### src/rtl/mdu_seq.sv
// rtl/mdu_seq.sv - sequential radix-2 multiply/divide unit with pipeline stall handshake
module mdu_seq #(
    parameter int DATA_W = 32
) (
    input  logic              clk_i,
    input  logic              rst_i,
    input  logic              start_i,
    input  logic [1:0]        op_i,
    input  logic [DATA_W-1:0] reg1_i,
    input  logic [DATA_W-1:0] reg2_i,
    input  logic              flush_i,
    output logic              stall_o,
    output logic              valid_o,
    output logic [DATA_W-1:0] hi_o,
    output logic [DATA_W-1:0] lo_o
);
    localparam int W = DATA_W;

    typedef enum logic [1:0] {IDLE, BUSY, FIX, DONE} state_t;

    state_t         state, state_nxt;
    logic [4:0]     cnt;
    logic           is_div, neg_res, neg_rem;
    logic [W-1:0]   opb;
    // mul: {partial product, remaining multiplier}; div: {remainder, dividend/quotient}
    logic [2*W-1:0] acc;

    logic           accept, div_zero, sgn;
    logic [W-1:0]   abs_a, abs_b;
    logic [W:0]     mul_upper, div_shift;
    logic [2*W-1:0] mul_next, div_next, prod_neg;
    logic [W-1:0]   div_diff, fix_hi, fix_lo;
    logic           div_ge;

    assign accept   = (state == IDLE) && start_i && !flush_i;
    assign div_zero = op_i[1] && (reg2_i == '0);
    assign sgn      = !op_i[0];
    assign abs_a    = (sgn && reg1_i[W-1]) ? -reg1_i : reg1_i;
    assign abs_b    = (sgn && reg2_i[W-1]) ? -reg2_i : reg2_i;

    // Shift-add step: add multiplicand to the upper half when the multiplier LSB is set
    assign mul_upper = {1'b0, acc[2*W-1:W]} + {1'b0, (acc[0] ? opb : '0)};
    assign mul_next  = {mul_upper, acc[W-1:1]};

    // Restoring divide step: remainder stays below the divisor, so the difference fits W bits
    assign div_shift = {acc[2*W-1:W], acc[W-1]};
    assign div_ge    = div_shift >= {1'b0, opb};
    assign div_diff  = div_shift[W-1:0] - opb;
    assign div_next  = div_ge ? {div_diff, acc[W-2:0], 1'b1}
                              : {div_shift[W-1:0], acc[W-2:0], 1'b0};

    assign prod_neg = -acc;

    always_comb begin
        fix_hi = acc[2*W-1:W];
        fix_lo = acc[W-1:0];
        if (is_div) begin
            if (neg_rem) fix_hi = -acc[2*W-1:W];
            if (neg_res) fix_lo = -acc[W-1:0];
        end else if (neg_res) begin
            fix_hi = prod_neg[2*W-1:W];
            fix_lo = prod_neg[W-1:0];
        end
    end

    always_ff @(posedge clk_i) begin
        if (rst_i) state <= IDLE;
        else       state <= state_nxt;
    end

    always_comb begin
        state_nxt = state;
        if (flush_i) begin
            state_nxt = IDLE;
        end else begin
            case (state)
                IDLE:    if (start_i) state_nxt = div_zero ? DONE : BUSY;
                BUSY:    if (cnt == 5'd31) state_nxt = FIX;
                FIX:     state_nxt = DONE;
                DONE:    state_nxt = IDLE;
                default: state_nxt = IDLE;
            endcase
        end
    end

    always_comb begin
        valid_o = 1'b0;
        stall_o = 1'b0;
        if (!rst_i) begin
            valid_o = (state == DONE) && !flush_i;
            stall_o = accept || (state == BUSY) || (state == FIX);
        end
    end

    always_ff @(posedge clk_i) begin
        if (rst_i) begin
            cnt     <= '0;
            is_div  <= 1'b0;
            neg_res <= 1'b0;
            neg_rem <= 1'b0;
            opb     <= '0;
            acc     <= '0;
            hi_o    <= '0;
            lo_o    <= '0;
        end else if (accept) begin
            cnt     <= '0;
            is_div  <= op_i[1];
            neg_res <= sgn && (reg1_i[W-1] ^ reg2_i[W-1]);
            neg_rem <= sgn && reg1_i[W-1];
            opb     <= op_i[1] ? abs_b : abs_a;
            acc     <= {{W{1'b0}}, (op_i[1] ? abs_a : abs_b)};
            if (div_zero) begin
                hi_o <= reg1_i;
                lo_o <= '1;
            end
        end else if (!flush_i && state == BUSY) begin
            cnt <= cnt + 5'd1;
            acc <= is_div ? div_next : mul_next;
        end else if (!flush_i && state == FIX) begin
            hi_o <= fix_hi;
            lo_o <= fix_lo;
        end
    end
endmodule

### config.mk
export PLATFORM = sky130hd
export DESIGN_NAME = mdu_seq
export DESIGN_NICKNAME = d
export VERILOG_FILES = /design/src/rtl/mdu_seq.sv
export SDC_FILE = /design/constraint.sdc
export NUM_CORES = 1
export LEC_CHECK = 0
export BUFFER_PORTS_ARGS = -buffer_cell sky130_fd_sc_hd__buf_4
export CORE_MARGIN = 8
export CORE_UTILIZATION = 40
export DETAILED_ROUTE_END_ITERATION = 6
export GPL_TIMING_DRIVEN = 0
export HOLD_SLACK_MARGIN = 0.05
export SKIP_LAST_GASP = 1
export SYNTH_ARGS = -nofsm -noshare
export SYNTH_HDL_FRONTEND = slang
export SYNTH_SLANG_ARGS = --single-unit
### constraint.sdc
create_clock -name clk_i -period 8.8 [get_ports clk_i]
set_input_delay 0.44 -clock clk_i [delete_from_list [all_inputs] [get_ports clk_i]]
set_output_delay 0.44 -clock clk_i [all_outputs]
set_load 0.01 [all_outputs]
Word level (Yosys, flattened, before mapping)
Index checks and enable logic that the tools add are counted.
{"block": "word_totals", "regBits": 170, "latchBits": 0, "mem_bits_rw": 0, "romBits": 0, "input_bits": 70, "n_memories": 0}
{"block": "classes", "add_sub_neg": 8, "mul": 0, "div": 0, "magnitude_cmp": 1, "eq_ne": 8, "shifts": 0, "mux": 29, "bitwise_logic": 1, "reduce_logical": 21}
{"operator": "32-bit two-way mux", "n": 21}
{"operator": "64-bit two-way mux", "n": 2}
{"operator": "32-bit negation", "n": 4}
{"operator": "64-bit negation", "n": 1}
{"operator": "32-bit by 32-bit adder with 33-bit output", "n": 1}
{"operator": "33-bit by 32-bit >= comparator with 1-bit output", "n": 1}
{"operator": "32-bit zero test", "n": 1}
{"operator": "32-bit subtractor", "n": 1}
{"operator": "1-bit logical AND", "n": 9}
{"operator": "2-bit one-hot mux with 4 select lines", "n": 1}
{"operator": "2-bit two-way mux", "n": 3}
{"operator": "2-bit != test, second input constant", "n": 3}
{"operator": "5-bit by 1-bit adder with 5-bit output, second input constant", "n": 1}
{"operator": "5-bit == test, second input constant", "n": 1}
{"operator": "2-bit == test, second input constant", "n": 2}
{"operator": "2-bit nonzero test", "n": 2}
{"operator": "2-bit OR reduction", "n": 2}
{"operator": "3-bit AND reduction", "n": 1}
{"operator": "2-bit by 1-bit == test with 1-bit output, second input constant", "n": 1}
{"operator": "1-bit zero test", "n": 2}
{"operator": "2-bit zero test", "n": 1}
{"operator": "1-bit logical OR", "n": 2}
{"operator": "1-bit two-way mux", "n": 2}
{"operator": "2-bit by 1-bit != test with 1-bit output, second input constant", "n": 1}
{"operator": "other kinds (2)", "n": 2}

Logic depth before layout (Yosys ltp)
Gate-level depths: netlist (run 1).
{"block": "depth", "ltp_word": 6, "ltp_mapped": 14, "mapped_depth_nobuf": 12}

Worst setup path after synthesis (run 1)
No wires, ideal clock.
{"block": "synth_timing", "path_type": "register -> register", "start": "reg acc[22]", "end": "reg hi_o[21]", "setup_time_ns": 0.071, "arrival_ns": 3.011, "required_ns": 8.729, "setup_slack_ns": 5.718, "path_stages_with_launch": 12, "n_path_buf": 2, "path_cell_list": "dfxtp_1 > buf_6 > or4_4 > or4b_4 > or3_1 > buf_2 > o21a_1 > nor3_2 > a21oi_1 > xnor2_1 > a211o_1 > a21oi_1"}
{"block": "synth_via", "elab_chain_cells": 6}
{"element": "start, declared", "line_no": "26", "source": "logic [2*W-1:0] acc;"}
{"element": "start signal, assigned", "line_no": "111", "source": "acc <= {{W{1'b0}}, (op_i[1] ? abs_a : abs_b)};"}
{"element": "start signal, assigned", "line_no": "118", "source": "acc <= is_div ? div_next : mul_next;"}
{"element": "64-bit negation", "line_no": "52", "source": "assign prod_neg = -acc;"}
{"element": "32-bit two-way mux", "line_no": "60", "source": "end else if (neg_res) begin"}
{"element": "32-bit two-way mux", "line_no": "57", "source": "if (is_div) begin"}
{"element": "32-bit two-way mux", "line_no": "119", "source": "end else if (!flush_i && state == FIX) begin"}
{"element": "32-bit two-way mux", "line_no": "116", "source": "end else if (!flush_i && state == BUSY) begin"}
{"element": "32-bit two-way mux", "line_no": "105", "source": "end else if (accept) begin"}
{"element": "end signal, assigned", "line_no": "113", "source": "hi_o <= reg1_i;"}
{"element": "end signal, assigned", "line_no": "120", "source": "hi_o <= fix_hi;"}
{"element": "end, declared", "line_no": "14", "source": "output logic [DATA_W-1:0] hi_o,"}
Every way passes these cells. The select of a mux whose other input is x is not followed.
A chain may end at the register's enable or synchronous reset.

Worst setup path after layout (run 1)
{"block": "layout_timing", "start": "reg acc[0]", "end": "reg acc[57]"}
{"block": "layout_via", "elab_chain_cells": 3}
{"element": "32-bit two-way mux", "line_no": "42", "source": "assign mul_upper = {1'b0, acc[2*W-1:W]} + {1'b0, (acc[0] ? opb : '0)};"}
{"element": "32-bit by 32-bit adder with 33-bit output", "line_no": "42"}
{"element": "64-bit two-way mux", "line_no": "118"}
Every way passes these cells.

==> flow_metrics.py, run 1 <==
metrics = {
    "timing": {
        "finalHoldViolCount": 0,
        "timing.fmax_ghz": 0.214,
        "min_period_ns": 4.68,
        "finalSetupViolCount": 0,
        "rsz0062_at_grt": "false",
        "clock_skew_ns": 0.0148,
        "slew_headroom_pct": 29.0,
        "slew_violations": 0,
        "setup_tns_ns": 0,
        "min_period_over_period_pct": 53.2,
        "holdWs_ns": 0.284,
        "tightest_slew_ns": 1.05,
        "layout_setup_ws_ns": 4.12,
    },
    "clock_network": {
        "cts_hold_buffers": 0,
        "clock_sinks": 170,
        "cts_setup_buffers": 0,
        "cts-resized-gates": 0,
        "clk_pin_slew_ns": 0.07,
        "ctsHtreeMaxLevel": 4,
        "clk_root_buffer_cell": "clkbuf_16",
        "clkLatencyLatePin_ns": 0.46,
        "cts_tree": "done",
        "clockBufferDepth": 2,
        "cts_buffers": 17,
    },
    "floorplanning": {
        "initial_core_util_pct": 40.3,
        "die_w_microns": 205,
        "fp-row-count": 69,
        "ioPinCount": 136,
        "die-area_sq_mm": 0.0420,
        "core_sq_mm": 0.0354,
        "die-height_microns": 205,
    },
    "setup_path": {
        "critical_path.top_delay_family": "compound AO/OA/AOI/OAI gates",
        "crit_arrival_ns": 5.01,
        "critPathLaunchType": "flop",
        "crit_chain": "inv_1, buf_1, nor2_1, ha_1, o21ai_0, nor2_1, o311ai_0, a31oi_1, a21oi_1, o21ai_0, o31ai_1, xor2_1, a21oi_1",
        "max_stage_delay_ns": 0.89,
        "timing_worst_setup_path_type": "flop to flop",
        "path_max_fanout": 10,
        "cp.required_ns": 9.13,
        "critical_path_buf_inv_count": 2,
        "slowest_stage": "o311ai_0",
        "end_kind": "flop",
    },
    "outcome": {
        "status": "complete, no violations",
    },
    "placement": {
        "gp_congestion": 0.990,
        "post-place-cells": 2567,
        "dp_slack_ns": 4.18,
        "dpl.hpwl_microns": 53800,
        "io_buffers": 133,
    },
    "detailed_routing": {
        "num_vias": 16000,
        "dr_wl_met3_microns": 5570,
        "top_layer": "met4",
        "firstDrtPassIters": 7,
        "wl_microns": 66500,
        "wl_met1_microns": 27100,
        "first_iter_violations": 1775,
        "route.met2.wl_microns": 29900,
        "viasPerCell": 6.17,
        "ant_nets": 0,
        "wl_per_cell_microns": 25.6,
        "drc": 0,
    },
    "global_routing": {
        "grt_max_degree": 17,
        "gr-usage-all-layers_pct": 31.1,
        "grt_pass1_vias": 15400,
        "grt_overflow_total": 0,
        "antenna_found_initial": 0,
        "grt_first_pass_wirelength_microns": 98300,
    },
    "hold_path": {
        "hold_class": "primary input to flop",
    },
    "power_and_ir_drop": {
        "p_leak_nw": 6.54,
        "ir_drop_mv": 0.156,
        "power.total_mw": 2.34,
        "powerDensity_mw_per_mm2": 142,
    },
    "finish": {
        "drive_above_1_share_pct": 10.2,
        "syn_to_final_growth_pct": 15.3,
        "layout.cells.non_filler": 2599,
        "fin_nets": 2272,
        "antenna_cells": 0,
        "final_common_cell": "nor2_1",
        "layout_common_cells": "nor2_1, nand2_1, a21oi_1",
    },
    "synthesis": {
        "yosysWarnings": 0,
        "synthArstFlopShare_pct": 0,
        "seq_area_frac_synth_pct": 23.8,
        "syn-cell-area_sq_mm": 0.0143,
        "synth-edff-count": 0,
        "synthFlopType": "dfxtp_1",
        "yosysUniqueCellTypes": 73,
        "synthCells": 1973,
        "synth_seq_cells": 170,
        "avgSynthCellArea_sq_um": 7.24,
        "syn_nets": 2120,
    },
    "job": {
        "drv_cap": 0,
    },
}
-- worst paths after layout --
check,slack [ns],cells after the start,startpoint,endpoint
setup reg to reg,4.12,13,acc[0]$_SDFFE_PP0P_,acc[57]$_SDFFE_PP0P_
hold reg to reg,0.46,2,opb[4]$_SDFFE_PP0P_,opb[4]$_SDFFE_PP0P_
hold / removal,0.28,3,reg1_i[26],hi_o[26]$_SDFFE_PP0P_
setup / recovery,4.12,13,acc[0]$_SDFFE_PP0P_,acc[57]$_SDFFE_PP0P_
-- cells in the mapped netlist, drive strengths merged (28+ instances only) --
library cell,number,share of area [%]
nand3,39,1.4
a211oi,58,3.0
xor2,91,5.6
o21ai,135,4.7
xnor2,79,4.8
inv,72,1.9
clkbuf,106,2.8
a21oi,191,6.7
nor2,227,6.0
o211ai,56,2.9
nor3,43,1.5
dfxtp,170,24
nand2,221,5.8
mux2,31,2.4
ha,75,6.6
o31ai,28,1.5
-- state kept, by name (all words and copies together), names as in the netlist --
name	flops
acc	64
cnt	5
hi_o	32
is_div	1
lo_o	32
neg_rem	1
neg_res	1
opb	32
state	2
-- routing by layer --
metal	up-vias	track usage, %
met3	184	5.99
met2	791	50.3
met1	7635	38.5
li1	7432	-
met4	0	16.9
met5	-	0
-- stage by stage --
step / util (%) / cell area (sq um)
final: 46.5 / 16500
after floorplan: - / 14300
after global placement: 44.8 / 15900
after global routing: 46.5 / 16500
after CTS: 46.5 / 16500
after detailed placement: 44.8 / 15900
-- power breakdown --
group / leakage (nW) / internal [mW] / switching (mW)
Sequential: 1.38 / 0.792 / 0.0348
Clock: 0.289 / 0.452 / 0.350
Combinational: 4.87 / 0.237 / 0.474
Total: 6.54 / 1.48 / 0.859
-- layout make-up --
| class | count | area, sq um |
|---|---|---|
| Clock inverter | 11 | 158 |
| Sequential cell | 170 | 3400 |
| Inverter | 72 | 270 |
| Tap cell | 461 | 577 |
| Timing Repair Buffer | 133 | 998 |
| Buffer | 133 | 520 |
| Multi-Input combinational cell | 1598 | 10100 |
| Fill cell | 3700 | 18900 |
| Clock buffer | 21 | 440 |
-- worst register-to-register path, cell delays in order (launching register included) --
cell and delay, ns:
dfxtp_1 0.44, inv_1 0.43, buf_1 0.49, nor2_1 0.09
ha_1 0.34, o21ai_0 0.17, nor2_1 0.14, o311ai_0 0.89
a31oi_1 0.38, a21oi_1 0.43, o21ai_0 0.24, o31ai_1 0.28
xor2_1 0.17, a21oi_1 0.07
-- logic make-up after synthesis --
kind of cell             after synthesis  share of synthesized area [%]
flip-flops                           170                           23.8
AND/OR/NAND/NOR                      675                           21.7
XOR/XNOR                             170                           10.4
adder cells (fa/ha/maj)               77                           6.85
buffers and inverters                205                           5.54
multiplexers                          45                           3.43
AO/OA/AOI/OAI                        631                           28.2
(Power assumes the default switching activity.)
==> inputs of run 2 (changes only) <==
clock period = 4.7 ns   (was 8.8 ns; I/O delays follow)
==> flow_metrics.py, run 2 (synthesis results as in run 1) <==
metrics = {
    "detailed_routing": {
        "firstDrtPassIters": 7,
        "ant_nets": 0,
        "dr_wl_met3_microns": 5650,
        "wl_met1_microns": 27000,
        "wl_per_cell_microns": 25.6,
        "top_layer": "met4",
        "wl_microns": 66500,
        "num_vias": 16100,
        "drc": 0,
        "first_iter_violations": 1780,
        "route.met2.wl_microns": 29900,
        "viasPerCell": 6.19,
    },
    "floorplanning": {
        "core_sq_mm": 0.0354,
        "die_w_microns": 205,
        "initial_core_util_pct": 40.3,
        "ioPinCount": 136,
        "die-height_microns": 205,
        "fp-row-count": 69,
        "die-area_sq_mm": 0.0420,
    },
    "timing": {
        "tightest_slew_ns": 0.998,
        "min_period_over_period_pct": 94.9,
        "finalSetupViolCount": 0,
        "min_period_ns": 4.46,
        "rsz0062_at_grt": "false",
        "setup_tns_ns": 0,
        "slew_violations": 0,
        "slew_headroom_pct": 33.5,
        "timing.fmax_ghz": 0.224,
        "finalHoldViolCount": 0,
        "clock_skew_ns": 0.0151,
    },
    "finish": {
        "layout.cells.non_filler": 2599,
        "largest-register": "acc",
        "layout_common_cells": "nor2_1, nand2_1, a21oi_1",
        "syn_to_final_growth_pct": 15.3,
        "drive_above_1_share_pct": 10.2,
        "fin_nets": 2272,
        "final_common_cell": "nor2_1",
        "antenna_cells": 0,
        "final_util_pct": 46.5,
        "largest_reg_flops": 64,
    },
    "global_routing": {
        "gr-usage-all-layers_pct": 31.1,
        "grt_overflow_total": 0,
        "grt_max_degree": 17,
        "grt_first_pass_wirelength_microns": 98300,
        "antenna_found_initial": 0,
        "grt_pass1_vias": 15400,
    },
    "job": {
        "drv_cap": 0,
    },
    "setup_path": {
        "slowest_stage": "buf_1",
        "end_kind": "flop",
        "path_max_fanout": 10,
        "critPathLaunchType": "flop",
        "r2r-start": "acc[59]$_SDFFE_PP0P_",
        "crit_chain": "ha_1, a21o_1, a21o_1, a21oi_1, o211ai_1, a211oi_1, clkbuf_1, buf_1, nand2_1, o211ai_1, o21ai_0, a21oi_1",
        "rrSetupSlack_ns": 0.24,
        "timing_worst_setup_path_type": "flop to flop",
        "cp.required_ns": 5.08,
        "r2r_cells": 12,
        "critical_path.top_delay_family": "compound AO/OA/AOI/OAI gates",
        "critical_path_buf_inv_count": 2,
        "max_stage_delay_ns": 0.64,
        "r2r_end": "acc[40]$_SDFFE_PP0P_",
        "crit_arrival_ns": 4.84,
    },
    "clock_network": {
        "clkLatencyLatePin_ns": 0.47,
        "clock_sinks": 170,
        "cts_buffers": 17,
        "clk_root_buffer_cell": "clkbuf_16",
        "clockBufferDepth": 2,
        "clk_pin_slew_ns": 0.07,
        "cts_tree": "done",
        "ctsHtreeMaxLevel": 4,
        "cts_hold_buffers": 0,
    },
    "power_and_ir_drop": {
        "powerDensity_mw_per_mm2": 266,
        "ir_drop_mv": 0.294,
        "p_leak_nw": 6.55,
    },
    "hold_path": {
        "hold_start": "reg1_i[26]",
        "min_path_cells": 3,
        "worstHoldEndpoint": "hi_o[26]$_SDFFE_PP0P_",
        "hold_class": "primary input to flop",
    },
    "placement": {
        "dpl.hpwl_microns": 53800,
        "post-place-cells": 2567,
        "gp_congestion": 0.990,
        "io_buffers": 133,
    },
    "outcome": {
        "status": "complete, no violations",
    },
}
run 2: cell counts in the layout (fill, tap and decap cells not counted):
No cell type changed its count.
run 2: layer usage:
layer  track usage (%)  vias up
li1                  -     7421
met1              38.5     7680
met2              50.3      802
met3              5.99      182
met4              16.9        0
met5                 0        -
run 2: report_power, final:
group	internal [mW]	switching [mW]	total, mW
clock network	0.845	0.656	1.50
registers	1.48	0.0652	1.55
logic	0.445	0.886	1.33
run 2: how the worst max path moves through the flow:
stage | start | end | slack (ns) | depth (start not counted)
floorplan | acc[22]$_SDFFE_PP0P_ | hi_o[21]$_SDFFE_PP0P_ | 1.62 | 11
finish | acc[59]$_SDFFE_PP0P_ | acc[40]$_SDFFE_PP0P_ | 0.24 | 12
CTS | acc[0]$_SDFFE_PP0P_ | acc[57]$_SDFFE_PP0P_ | 0.07 | 13
global route | acc[0]$_SDFFE_PP0P_ | acc[57]$_SDFFE_PP0P_ | 0.03 | 13
global placement | acc[0]$_SDFFE_PP0P_ | acc[57]$_SDFFE_PP0P_ | 0.12 | 13
detailed placement | acc[0]$_SDFFE_PP0P_ | acc[57]$_SDFFE_PP0P_ | 0.08 | 13
run 2: per-stage QoR:
step | setup WS [ns] | cell area, sq um | total power [mW] | hold slack [ns]
global placement | 0.118 | 15900 | 2.86 | 0.441
global route | 0.0294 | 16500 | 4.55 | 0.0807
detailed placement | 0.0849 | 15900 | 2.86 | 0.449
floorplan | 1.62 | 14300 | 2.39 | 0.394
CTS | 0.0742 | 16500 | 4.36 | 0.0619
finish | 0.241 | 16500 | 4.38 | 0.0765
run 2: layout make-up:
type                       count  area (sq um)
fill                        3700         18900
sequential                   170          3400
clock inverter                11           158
timing repair buffer         133           998
buffer                       133           520
multi-input combinational   1598         10100
tap                          461           577
clock buffer                  21           440
inverter                      72           270
run 2: tightest hold or removal path, cell delays in order:
cell     delay, ns
buf_4         0.12
nand3_1       0.06
a31oi_1       0.07
run 2: what timing repair did:
| item | CTS | global route |
|---|---|---|
| resized for setup | 0 | 1 |
| setup buffers | 0 | 0 |
| endpoints found under the setup margin | 0 | 4 |
==> inputs of run 3 (changes only) <==
PLACE_DENSITY = 0.7   (was default)
SETUP_SLACK_MARGIN = 0.5   (was default)
==> flow_metrics.py, run 3 (synthesis results as in run 1) <==
metrics = {
    "floorplanning": {
        "initial_core_util_pct": 40.3,
        "die-area_sq_mm": 0.0420,
        "fp-row-count": 69,
        "die-height_microns": 205,
        "die_w_microns": 205,
        "core_sq_mm": 0.0354,
        "ioPinCount": 136,
    },
    "power_and_ir_drop": {
        "swShare_pct": 35.8,
        "combPwrFrac_pct": 29.2,
        "pwr-share-clk_pct": 36.3,
        "p_leak_nw": 6.56,
        "power.total_mw": 4.48,
        "powerDensity_mw_per_mm2": 271,
        "ir_drop_mv": 0.364,
        "power.internal_mw": 2.88,
        "p_sw_mw": 1.60,
        "power_frac_seq_pct": 34.5,
    },
    "timing": {
        "finalSetupViolCount": 0,
        "holdWs_ns": 0.0781,
        "tightest_slew_ns": 1.24,
        "slew_violations": 0,
        "clock_skew_ns": 0.0162,
        "layout_setup_ws_ns": 0.647,
        "min_period_ns": 4.05,
        "finalHoldViolCount": 0,
        "slew_headroom_pct": 16.4,
        "setup_tns_ns": 0,
        "rsz0062_at_grt": "true",
        "timing.fmax_ghz": 0.247,
        "min_period_over_period_pct": 86.2,
    },
    "finish": {
        "largest-register": "acc",
        "layout_common_cells": "nor2_1, nand2_1, a21oi_1",
        "final_area_sq_mm": 0.0165,
        "drive_above_1_share_pct": 10.7,
        "largest_reg_flops": 64,
        "layout.cells.non_filler": 2599,
        "antenna_cells": 0,
        "multi_input_area_sq_mm": 0.0101,
        "final_common_cell": "nor2_1",
        "fillCellCount": 3623,
        "fin_nets": 2272,
        "ff_latch_area_sq_mm": 0.00340,
        "final_util_pct": 46.7,
        "syn_to_final_growth_pct": 15.9,
    },
    "hold_path": {
        "hold_class": "primary input to flop",
    },
    "detailed_routing": {
        "drc": 0,
        "wl_microns": 62100,
        "ant_nets": 0,
        "wl_per_cell_microns": 23.9,
        "firstDrtPassIters": 7,
        "num_vias": 15700,
        "first_iter_violations": 1507,
        "viasPerCell": 6.06,
    },
    "clock_network": {
        "cts_setup_buffers": 0,
        "clk_pin_slew_ns": 0.07,
        "clkLatencyLatePin_ns": 0.47,
        "clockBufferDepth": 2,
        "ctsHtreeMaxLevel": 4,
        "cts_hold_buffers": 0,
        "cts_buffers": 17,
        "cts_tree": "done",
        "clock_sinks": 170,
        "clk_root_buffer_cell": "clkbuf_16",
    },
    "setup_path": {
        "rrSetupSlack_ns": 0.65,
        "cp.required_ns": 5.10,
        "cp-endpoint": "hi_o[2]$_SDFFE_PP0P_",
        "r2r-start": "acc[0]$_SDFFE_PP0P_",
        "r2r_cells": 12,
        "startpoint": "acc[0]$_SDFFE_PP0P_",
        "crit_arrival_ns": 4.45,
        "end_kind": "flop",
        "critPathLaunchType": "flop",
        "path_max_fanout": 10,
        "r2r_end": "hi_o[2]$_SDFFE_PP0P_",
        "timing_worst_setup_path_type": "flop to flop",
    },
    "placement": {
        "dpl_cell_area_sq_mm": 0.0159,
        "gp_congestion": 0.991,
        "io_buffers": 133,
        "dpl.hpwl_microns": 50200,
        "post-place-cells": 2567,
        "dp_slack_ns": 0.136,
    },
    "global_routing": {
        "gr-usage-all-layers_pct": 28.7,
        "antenna_found_initial": 0,
        "grt_overflow_total": 0,
        "grt_first_pass_wirelength_microns": 92100,
        "grt_pass1_vias": 15300,
        "grt_max_degree": 17,
    },
    "job": {
        "drv_cap": 0,
    },
    "outcome": {
        "status": "complete, no violations",
    },
}
-- run 3: layout make-up --
type / instances / share of cell area (%)
Multi-Input combinational cell: 1598 / 61.2
Sequential cell: 170 / 20.6
Timing Repair Buffer: 133 / 6.04
Tap cell: 461 / 3.49
Buffer: 133 / 3.17
Clock buffer: 18 / 2.59
Inverter: 72 / 1.66
Clock inverter: 14 / 1.32
-- run 3: what timing repair did --
item | 4_1_cts | 5_1_grt
setup endpoints to repair | 34 | 31
endpoints found under the hold margin | 0 | 0
gates cloned | 0 | 0
gates resized for setup | 5 | 8
-- run 3: worst min path at each step --
stage | start | endpoint | slack [ns] | cells after the start
4_1_cts | reg1_i[22] | hi_o[22]$_SDFFE_PP0P_ | 0.07 | 3
5_1_grt | reg1_i[29] | hi_o[29]$_SDFFE_PP0P_ | 0.09 | 3
3_5_place_dp | opb[21]$_SDFFE_PP0P_ | opb[21]$_SDFFE_PP0P_ | 0.45 | 2
2_1_floorplan | reg1_i[11] | hi_o[11]$_SDFFE_PP0P_ | 0.39 | 2
6_report | reg1_i[29] | hi_o[29]$_SDFFE_PP0P_ | 0.08 | 3
3_3_place_gp | opb[30]$_SDFFE_PP0P_ | opb[30]$_SDFFE_PP0P_ | 0.44 | 2
-- run 3: critical path, cell delays in order (launching register included) --
cell and delay (ns):
dfxtp_1 0.45, clkinvlp_4 0.35, buf_2 0.35, ha_1 0.38, nor3b_2 0.38, nand3_1 0.41, o21ai_1 0.48, buf_2 0.31
a21oi_1 0.13, xnor2_1 0.19, a211oi_1 0.39, a21oi_1 0.07, nor2_1 0.09
-- run 3: routing by layer --
layer	share of wire, %	vias to the layer above	global-route usage (%)
li1	-	7444	-
met1	40	7438	33.2
met2	48	691	49.9
met3	6.7	166	4.85
met4	5.4	0	15.8
met5	0	-	0
-- run 3: power groups by stage --
stage / combinational, mW / sequential (mW) / clock (mW)
floorplan: 0.844 / 1.55 / 0
CTS: 1.27 / 1.54 / 1.62
global placement: 1.25 / 1.57 / 0
detailed placement: 1.26 / 1.57 / 0
finish: 1.31 / 1.55 / 1.62
global route: 1.41 / 1.55 / 1.68
